File: src/rtl/urna_pkg.sv
// rtl/urna_pkg.sv - shared types and constants for the vote tally block
// Contents: FSM state enum, readout select encodings, vote-kind constants,
//           and the vote classification helper.
package urna_pkg;

    typedef enum logic [1:0] {
        ST_IDLE     = 2'd0,
        ST_REGISTER = 2'd1,
        ST_ACK      = 2'd2,
        ST_RELEASE  = 2'd3
    } state_e;

    // Readout selects double as counter indices.
    localparam logic [2:0] SEL_C0    = 3'd0;
    localparam logic [2:0] SEL_C1    = 3'd1;
    localparam logic [2:0] SEL_C2    = 3'd2;
    localparam logic [2:0] SEL_BLANK = 3'd3;
    localparam logic [2:0] SEL_NULL  = 3'd4;
    localparam logic [2:0] SEL_TOTAL = 3'd5;
    localparam int         NUM_CNT   = 6;

    localparam logic KIND_CONFIRM = 1'b0;
    localparam logic KIND_BLANK   = 1'b1;

    // Returns the counter index a registered vote lands in. Candidates are
    // tested in order so equal candidate numbers resolve to the lowest index.
    function automatic logic [2:0] classify(
        input logic       kind,
        input logic [3:0] tens,
        input logic [3:0] units,
        input int         c0,
        input int         c1,
        input int         c2
    );
        int         value;
        logic [2:0] sel;
        sel   = SEL_NULL;
        value = 10 * int'(tens) + int'(units);
        if (kind == KIND_BLANK) begin
            sel = SEL_BLANK;
        end else if (tens <= 4'd9 && units <= 4'd9) begin
            if (value == c0) begin
                sel = SEL_C0;
            end else if (value == c1) begin
                sel = SEL_C1;
            end else if (value == c2) begin
                sel = SEL_C2;
            end
        end
        return sel;
    endfunction

endpackage

File: src/rtl/key_edge.sv
// rtl/key_edge.sv - pushbutton synchroniser with falling-edge press pulse
// Ports: clk, rst (sync, active-high); key_n async active-low pin;
//        pulse one-cycle press strobe; level synchronised pin value.
module key_edge (
    input  logic clk,
    input  logic rst,
    input  logic key_n,
    output logic pulse,
    output logic level
);

    logic sync1_q, sync1_d;
    logic sync2_q, sync2_d;
    logic prev_q,  prev_d;
    logic pulse_q, pulse_d;

    // The press strobe is registered, so a pin first sampled low at edge k
    // shows up as a pulse in the cycle after edge k+2.
    always_comb begin
        sync1_d = key_n;
        sync2_d = sync1_q;
        prev_d  = sync2_q;
        pulse_d = ~sync2_q & prev_q;
    end

    always_ff @(posedge clk) begin
        if (rst) begin
            sync1_q <= 1'b1;
            sync2_q <= 1'b1;
            prev_q  <= 1'b1;
            pulse_q <= 1'b0;
        end else begin
            sync1_q <= sync1_d;
            sync2_q <= sync2_d;
            prev_q  <= prev_d;
            pulse_q <= pulse_d;
        end
    end

    assign pulse = pulse_q;
    assign level = sync2_q;

endmodule

File: src/rtl/vote_tally.sv
// rtl/vote_tally.sv - classifies and counts votes from the candidate entry stage
// Ports: clk, rst (sync, active-high); bcd_tens/bcd_units current selection;
//        key_confirma/key_branco active-low async keys; voting_en gate;
//        res_sel/res_count counter readout; vote_ok acknowledgement; busy.
module vote_tally
    import urna_pkg::*;
#(
    parameter int CAND0      = 13,
    parameter int CAND1      = 45,
    parameter int CAND2      = 22,
    parameter int COUNT_W    = 8,
    parameter int ACK_CYCLES = 50000000
) (
    input  logic               clk,
    input  logic               rst,
    input  logic [3:0]         bcd_tens,
    input  logic [3:0]         bcd_units,
    input  logic               key_confirma,
    input  logic               key_branco,
    input  logic               voting_en,
    input  logic [2:0]         res_sel,
    output logic [COUNT_W-1:0] res_count,
    output logic               vote_ok,
    output logic               busy
);

    localparam int              ACK_W    = $clog2(ACK_CYCLES + 1);
    localparam logic [ACK_W-1:0] ACK_LAST = ACK_W'(ACK_CYCLES - 1);

    logic conf_pulse, conf_level;
    logic bran_pulse, bran_level;

    state_e             state_q, state_d;
    logic [3:0]         tens_q, tens_d;
    logic [3:0]         units_q, units_d;
    logic               kind_q, kind_d;
    logic [ACK_W-1:0]   ack_cnt_q, ack_cnt_d;
    logic [COUNT_W-1:0] cnt_q [NUM_CNT];
    logic [COUNT_W-1:0] cnt_d [NUM_CNT];
    logic [2:0]         hit;

    key_edge u_key_confirma (
        .clk   (clk),
        .rst   (rst),
        .key_n (key_confirma),
        .pulse (conf_pulse),
        .level (conf_level)
    );

    key_edge u_key_branco (
        .clk   (clk),
        .rst   (rst),
        .key_n (key_branco),
        .pulse (bran_pulse),
        .level (bran_level)
    );

    always_comb begin
        hit = classify(kind_q, tens_q, units_q, CAND0, CAND1, CAND2);
    end

    always_comb begin
        state_d   = state_q;
        tens_d    = tens_q;
        units_d   = units_q;
        kind_d    = kind_q;
        ack_cnt_d = ack_cnt_q;
        for (int i = 0; i < NUM_CNT; i++) begin
            cnt_d[i] = cnt_q[i];
        end

        case (state_q)
            ST_IDLE: begin
                if (voting_en && (conf_pulse || bran_pulse)) begin
                    tens_d  = bcd_tens;
                    units_d = bcd_units;
                    // Simultaneous presses count once, as a blank vote.
                    kind_d  = bran_pulse ? KIND_BLANK : KIND_CONFIRM;
                    state_d = ST_REGISTER;
                end
            end
            ST_REGISTER: begin
                for (int i = 0; i < NUM_CNT; i++) begin
                    if ((i == int'(hit) || i == int'(SEL_TOTAL)) &&
                        cnt_q[i] != {COUNT_W{1'b1}}) begin
                        cnt_d[i] = cnt_q[i] + 1'b1;
                    end
                end
                ack_cnt_d = '0;
                state_d   = ST_ACK;
            end
            ST_ACK: begin
                if (ack_cnt_q == ACK_LAST) begin
                    state_d = ST_RELEASE;
                end else begin
                    ack_cnt_d = ack_cnt_q + 1'b1;
                end
            end
            ST_RELEASE: begin
                // Keys still held from the last vote must come up first.
                if (conf_level && bran_level) begin
                    state_d = ST_IDLE;
                end
            end
            default: state_d = ST_IDLE;
        endcase
    end

    always_ff @(posedge clk) begin
        if (rst) begin
            state_q   <= ST_IDLE;
            tens_q    <= '0;
            units_q   <= '0;
            kind_q    <= KIND_CONFIRM;
            ack_cnt_q <= '0;
            for (int i = 0; i < NUM_CNT; i++) begin
                cnt_q[i] <= '0;
            end
        end else begin
            state_q   <= state_d;
            tens_q    <= tens_d;
            units_q   <= units_d;
            kind_q    <= kind_d;
            ack_cnt_q <= ack_cnt_d;
            for (int i = 0; i < NUM_CNT; i++) begin
                cnt_q[i] <= cnt_d[i];
            end
        end
    end

    always_comb begin
        res_count = '0;
        case (res_sel)
            SEL_C0:    res_count = cnt_q[0];
            SEL_C1:    res_count = cnt_q[1];
            SEL_C2:    res_count = cnt_q[2];
            SEL_BLANK: res_count = cnt_q[3];
            SEL_NULL:  res_count = cnt_q[4];
            SEL_TOTAL: res_count = cnt_q[5];
            default:   res_count = '0;
        endcase
    end

    assign vote_ok = (state_q == ST_ACK);
    assign busy    = (state_q != ST_IDLE);

endmodule

File: config.mk
export PLATFORM = sky130hd
export DESIGN_NAME = vote_tally
export DESIGN_NICKNAME = d
export VERILOG_FILES = /design/src/rtl/urna_pkg.sv /design/src/rtl/key_edge.sv /design/src/rtl/vote_tally.sv
export SDC_FILE = /design/constraint.sdc
export NUM_CORES = 1
export LEC_CHECK = 0
export ABC_AREA = 1
export ABC_CLOCK_PERIOD_IN_PS = 6760
export CAP_MARGIN = 20
export CORE_ASPECT_RATIO = 1.2
export CORE_UTILIZATION = 46
export CTS_CLUSTER_SIZE = 30
export DETAILED_ROUTE_END_ITERATION = 16
export DONT_BUFFER_PORTS = 1
export GPL_TIMING_DRIVEN = 0
export PLACE_DENSITY = 0.67
export SETUP_SLACK_MARGIN = 0.4
export SLEW_MARGIN = 20
export SYNTH_ARGS = -nofsm -noshare
export SYNTH_HDL_FRONTEND = slang
export SYNTH_SLANG_ARGS = --single-unit
File: constraint.sdc
create_clock -name clk -period 6.76 [get_ports clk]
set_input_delay 1.352 -clock clk [delete_from_list [all_inputs] [get_ports clk]]
set_output_delay 1.352 -clock clk [all_outputs]
set_load 0.01 [all_outputs]
==> impl_metrics.toml, run 1 <==
[critical_path]
crit_family = "simple AND/OR/NAND/NOR gates"
r2r_start = "tens_q[3]"
r2r_setup_slack_ns = 3.83
path_cells = "inv_1, nor3_1, a22oi_1, o211ai_1"
worst-path-buf-inv = 1
timing.rr.end = "cnt_q[0][5]"
cp-start-kind = "primary input"
worstSetupPathType = "in2out"
max_stage_delay_ns = 0.76
crit_fanout = 8
rr_worst_depth = 15
slowest_stage = "nor3_1"
crit_required_ns = 5.41
cp.arrival_ns = 2.62
critPathCaptureType = "output pin"

[clock_tree]
clk_path_buf_depth = 2
insertion_delay_ns = 0.35
cts_tree = "done"
postCtsHoldBufs = 0
cts_inserted_buffers = 9
cts-root-buf = "clkbuf_16"
clock-sinks = 93
path_clk_slew_ns = 0.06
ctsResizeCount = 0
htree_levels = 3
cts_setup_buffers = 0

[global_route]
grt_pass1_wl_um = 23100
grt_start_max_net_pins = 15
grt_pass1_vias = 5026
grt_use_total = 0.240
grt.overflow.total = 0
met2_usage = 0.413
use_met1 = 0.285
met3_usage = 0.0478
antenna_found_initial = 0
grt_busiest_layer = "met2"

[sta]
fmax_mhz = 252
rsz0062_at_grt = "false"
fin_setup_tns_ns = 0
finalSetupViolCount = 0
slew_headroom = 0.362
hold_viol_final = 0
drv_slew = 0
fin_crit_sh = 0.588
fin_crit_ns = 3.98
tightest_slew_ns = 0.950
finalClockSkew_ns = 0.00787
hold_ws_ns = 0.415

[drt]
avgRoutedWirePerCell_um = 13.9
routed_via_density = 5.34
wl_um = 13500
drt_iter0_drc = 282
num_vias = 5201
ant_nets = 0
drcViolationCount = 0
first_pass_iters = 6

[logic_synthesis]
synth.yosys.seq_area_share = 0.341
synth.top_cell.area_share = 0.341
synthTopCellsByCount = "159 x nand2_1, 116 x inv_1, 93 x dfxtp_1, 78 x nor2_1, 66 x a21oi_1"
synth_area_mm2 = 0.00546
synthMostInstantiatedCell = "nand2_1"
yosysWarnings = 0
synthArstFlopShare = 0
syn-instance-count = 801
syn_nets = 837
synth_top_area_cell = "dfxtp_1"
synth_edf_count = 0
avgSynthCellArea_um2 = 6.82
synth_cell_types = 43
ys.flop_type = "dfxtp_1"
synthTopCellsByArea = "dfxtp_1 34%, nand2_1 11%, inv_1 8.0%"
synth_seq_cells = 93

[floorplanning]
chipHeight_um = 121
coreArea_mm2 = 0.0116
dieArea_mm2 = 0.0123
io_pins = 26
start_util = 0.472
die_w_um = 101
rows = 43

[finish]
utilization = 0.515
finalInstanceArea_mm2 = 0.00595
antennaDiodeCount = 0
drive_gt1_frac = 0.0869
syn2layout_area_growth_pct = 9.08
fin_nets = 848

[outcome]
status = "finished, final reports clean"

[power_and_ir_drop]
leakagePower_nw = 2.29
power.density_mw_per_mm2 = 227
ir_drop_uv = 128

[worst_hold_path]
hold_start = "u_key_branco.sync1_q"
hp-class = "reg2reg"
holdPathStages = 1
whs_endpoint = "u_key_branco.level"

[placement]
gp_congestion = 0.903
io_buffers = 0
dp_hpwl_um = 10400
place_area_mm2 = 0.00566

[flow_run]
maxCapViolations = 0
placed cells by master, fill, tap and decap left out, types with 3 or more instances in the layout:
master and count:
a22oi_1 7, nor2_1 78, o22ai_1 6, inv_2 4, o21ai_1 7, nand2_2 13, dfxtp_1 93, inv_1 116
nor2_2 6, o211ai_1 5, a211oi_1 4, ha_1 18, xor2_1 12, a221oi_1 3, nor4_1 5, nor3_1 28
nand3_2 4, clkbuf_8 4, and3_1 3, nand4_1 29, or2_2 7, a21oi_1 66, nor3_2 3, clkbuf_16 9
nand3_1 43, buf_2 3, nand2_1 159, o21ai_0 37, nor2_4 7, clkbuf_1 14
state kept, by name, indices dropped and copies added (netlist names):
name / flops
u_key_branco.sync1_q: 1
u_key_confirma.level: 1
cnt_q: 48
state_q: 2
u_key_confirma.prev_q: 1
u_key_branco.pulse: 1
u_key_branco.prev_q: 1
ack_cnt_q: 26
u_key_confirma.sync1_q: 1
units_q: 4
kind_q: 1
u_key_branco.level: 1
tens_q: 4
u_key_confirma.pulse: 1
worst max path at each step:
stage | from | to | slack [ns] | cells after the start
3_5_place_dp | res_sel[1] | res_count[4] | 2.81 | 4
2_1_floorplan | res_sel[2] | res_count[7] | 3.22 | 5
3_3_place_gp | res_sel[1] | res_count[3] | 2.84 | 4
5_1_grt | res_sel[1] | res_count[4] | 2.64 | 4
4_1_cts | res_sel[1] | res_count[4] | 2.81 | 4
6_report | res_sel[1] | res_count[4] | 2.78 | 4
routing by layer:
layer  share of wire  up-vias  wire (um)
li1                -     2672          -
met2            0.50       80       6700
met4           0.024        0        331
met3           0.043       20        588
met5               0        -          0
met1            0.44     2429       5900
through the flow:
| step | total power, mW | setup WS [ns] | std cells |
|---|---|---|---|
| 4_1_cts | 1.36 | 2.81 | 974 |
| 3_5_place_dp | 0.854 | 2.81 | 958 |
| 5_1_grt | 1.42 | 2.64 | 974 |
| 2_1_floorplan | 0.784 | 3.22 | 801 |
| 6_report | 1.35 | 2.78 | 974 |
| 3_3_place_gp | 0.848 | 2.84 | 958 |
final cells by class:
cell class                      count  area, um2
Tap cell                          157        196
Fill cell                        1138       5610
Buffer                             17       75.1
Inverter                          121        454
Multi-Input combinational cell    570       3070
Sequential cell                    93       1860
Clock buffer                       14        284
Clock inverter                      2       15.0
cells by family (layout without fill, tap and decap cells):
| logic type | count (synthesis) | after routing | share of synthesized area |
|---|---|---|---|
| xor+xnor | 12 | 12 | 0.0193 |
| compound gates | 144 | 144 | 0.148 |
| flops | 93 | 93 | 0.341 |
| fa+ha+maj | 20 | 20 | 0.0486 |
| buf+inv | 138 | 154 | 0.0970 |
| simple gates | 394 | 394 | 0.347 |
report_power, final:
part	internal, mW	switching, mW
logic	0.0673	0.191
clock network	0.290	0.212
registers	0.570	0.0185
No activity file was read; power rests on OpenSTA's default activity.
==> run 2, diff against run 1 <==
ABC_CLOCK_PERIOD_IN_PS = 3600   (was 6760)
PLACE_DENSITY = 0.69   (was 0.67)
clock period = 3.6 ns   (was 6.76 ns; I/O delays follow)
==> run 2 against run 1 <==
  * Combinational power increased by 89%
  * Worst setup slack got worse by 2.1 ns
  * Sequential share of layout area increased by 0.11 points
  * First-iteration DRC count decreased by 6.7%
  * Hold slack got worse by 0.0061 ns
  * Via count decreased by 3.1%
  * Flip-flop and latch count unchanged
  * Largest cell class unchanged
  * Highest routed layer unchanged
==> impl_metrics.toml, run 2 (synthesis results as in run 1) <==
[clock_tree]
path_clk_slew_ns = 0.07
postCtsHoldBufs = 0
htree_levels = 3
cts_inserted_buffers = 9
clk_path_buf_depth = 2
clock-sinks = 93
cts-root-buf = "clkbuf_16"
cts_tree = "done"
ctsResizeCount = 0
cts_setup_buffers = 0
insertion_delay_ns = 0.34

[worst_hold_path]
holdPathStages = 1
whs_endpoint = "u_key_confirma.level"
hold_start = "u_key_confirma.sync1_q"
hp-class = "reg2reg"

[flow_run]
maxCapViolations = 0

[finish]
final_common_cell = "nand2_1"
final_cell_mix = "159 x nand2_1, 116 x inv_1, 93 x dfxtp_1"
antennaDiodeCount = 0
final_cells = 974
drive_gt1_frac = 0.0869
n_fill_cell = 1142
fin_nets = 848
largest_register = "cnt_q"
finalInstanceArea_mm2 = 0.00593
top_regs = "cnt_q (48), ack_cnt_q (26)"
largest_register_ffs = 48
syn2layout_area_growth_pct = 8.71

[drt]
drcViolationCount = 0
avgRoutedWirePerCell_um = 13.5
wl_um = 13100
num_vias = 5041
first_pass_iters = 4
routed_via_density = 5.18
ant_nets = 0
drt_iter0_drc = 263

[floorplanning]
io_pins = 26
dieArea_mm2 = 0.0123
rows = 43
start_util = 0.472
die_w_um = 101
chipHeight_um = 121
coreArea_mm2 = 0.0116

[critical_path]
path_cells = "ha_1, ha_1, fa_1, nand2_2, inv_2, nand3_1, nand2_1, nand2_1, nand2_1, nor2_2, nor2_4, nand3_2, nor2_4, nand3_1, a21oi_1"
cp.arrival_ns = 3.16
worst-path-buf-inv = 1
critPathCaptureType = "flip-flop"
slowest_stage = "fa_1"
r2r_setup_slack_ns = 0.71
crit_required_ns = 3.87
worstSetupPathType = "reg2reg"
crit_fanout = 6
max_stage_delay_ns = 0.55
rr_worst_depth = 15
cp_common_cell = "nand2_1"
r2r_start = "tens_q[1]"
timing.rr.end = "cnt_q[0][1]"
crit_family = "adder cells"
cp-start-kind = "flip-flop"

[placement]
io_buffers = 0
dp_hpwl_um = 10100
gp_congestion = 0.900
place_area_mm2 = 0.00566
dp_cells = 958

[sta]
rsz0062_at_grt = "false"
tightest_slew_ns = 0.911
fin_crit_sh = 0.804
hold_ws_ns = 0.409
hold_viol_final = 0
fin_crit_ns = 2.89
drv_slew = 0
finalSetupViolCount = 0
fmax_mhz = 345
fin_setup_tns_ns = 0
finalClockSkew_ns = 0.00530
slew_headroom = 0.388

[global_route]
grt.overflow.total = 0
grt_use_total = 0.235
grt_start_max_net_pins = 16
antenna_found_initial = 0
grt_pass1_wl_um = 22500
grt_pass1_vias = 4837

[outcome]
status = "finished, final reports clean"

[power_and_ir_drop]
ir_drop_uv = 364
leakagePower_nw = 2.28
power.density_mw_per_mm2 = 419
==> run 2: cell count changes in the layout (fill, tap and decap cells not counted), sizes merged <==
cell      change
clkinv        +2
clkbuf        -3
clkinvlp      +1
==> run 2: worst register-to-register path, stage by stage (launching register included) <==
cell     delay, ns
dfxtp_1       0.45
ha_1          0.28
ha_1          0.24
fa_1          0.55
nand2_2       0.08
inv_2         0.11
nand3_1       0.10
nand2_1       0.07
nand2_1       0.10
nand2_1       0.09
nor2_2        0.05
nor2_4        0.18
nand3_2       0.13
nor2_4        0.14
nand3_1       0.08
a21oi_1       0.15
==> run 2: final cells by class <==
cell class                      instances  area [um2]  area share
Multi-Input combinational cell        570        3070       0.517
Clock buffer                           11         243      0.0409
Tap cell                              157         196      0.0331
Clock inverter                          5        36.3     0.00611
Sequential cell                        93        1860       0.314
Inverter                              121         454      0.0765
Buffer                                 17        75.1      0.0127
==> run 2: how the worst max path moves through the flow <==
stage,startpoint,end,slack (ns),cells after the start
floorplan,tens_q[3],cnt_q[2][4],1.0,16
global placement,tens_q[1],cnt_q[0][5],0.75,15
detailed placement,tens_q[1],cnt_q[0][5],0.71,15
CTS,tens_q[1],cnt_q[0][5],0.69,15
global route,tens_q[1],cnt_q[0][5],0.46,15
finish,tens_q[1],cnt_q[0][1],0.71,15
==> run 2: where the power goes <==
part / switching (mW) / internal [mW]
Sequential: 0.0338 / 1.07
Clock: 0.411 / 0.487
Combinational: 0.361 / 0.127
Total: 0.805 / 1.68
==> run 2: routing by layer <==
metal  vias to the layer above  global-route usage  wire length, um
li1                       2671                   -                -
met1                      2278               0.283             5930
met2                        73               0.405             6400
met3                        19              0.0455              521
met4                         0              0.0951              302
met5                         -                   0                0
==> run 2: stage by stage <==
step                utilization  worst slack [ns]  power, mW
floorplan                     -             0.996       1.47
finish                    0.513             0.705       2.49
CTS                       0.513             0.694       2.51
global placement          0.489             0.749       1.61
global route              0.513             0.455       2.63
detailed placement        0.489             0.706       1.61
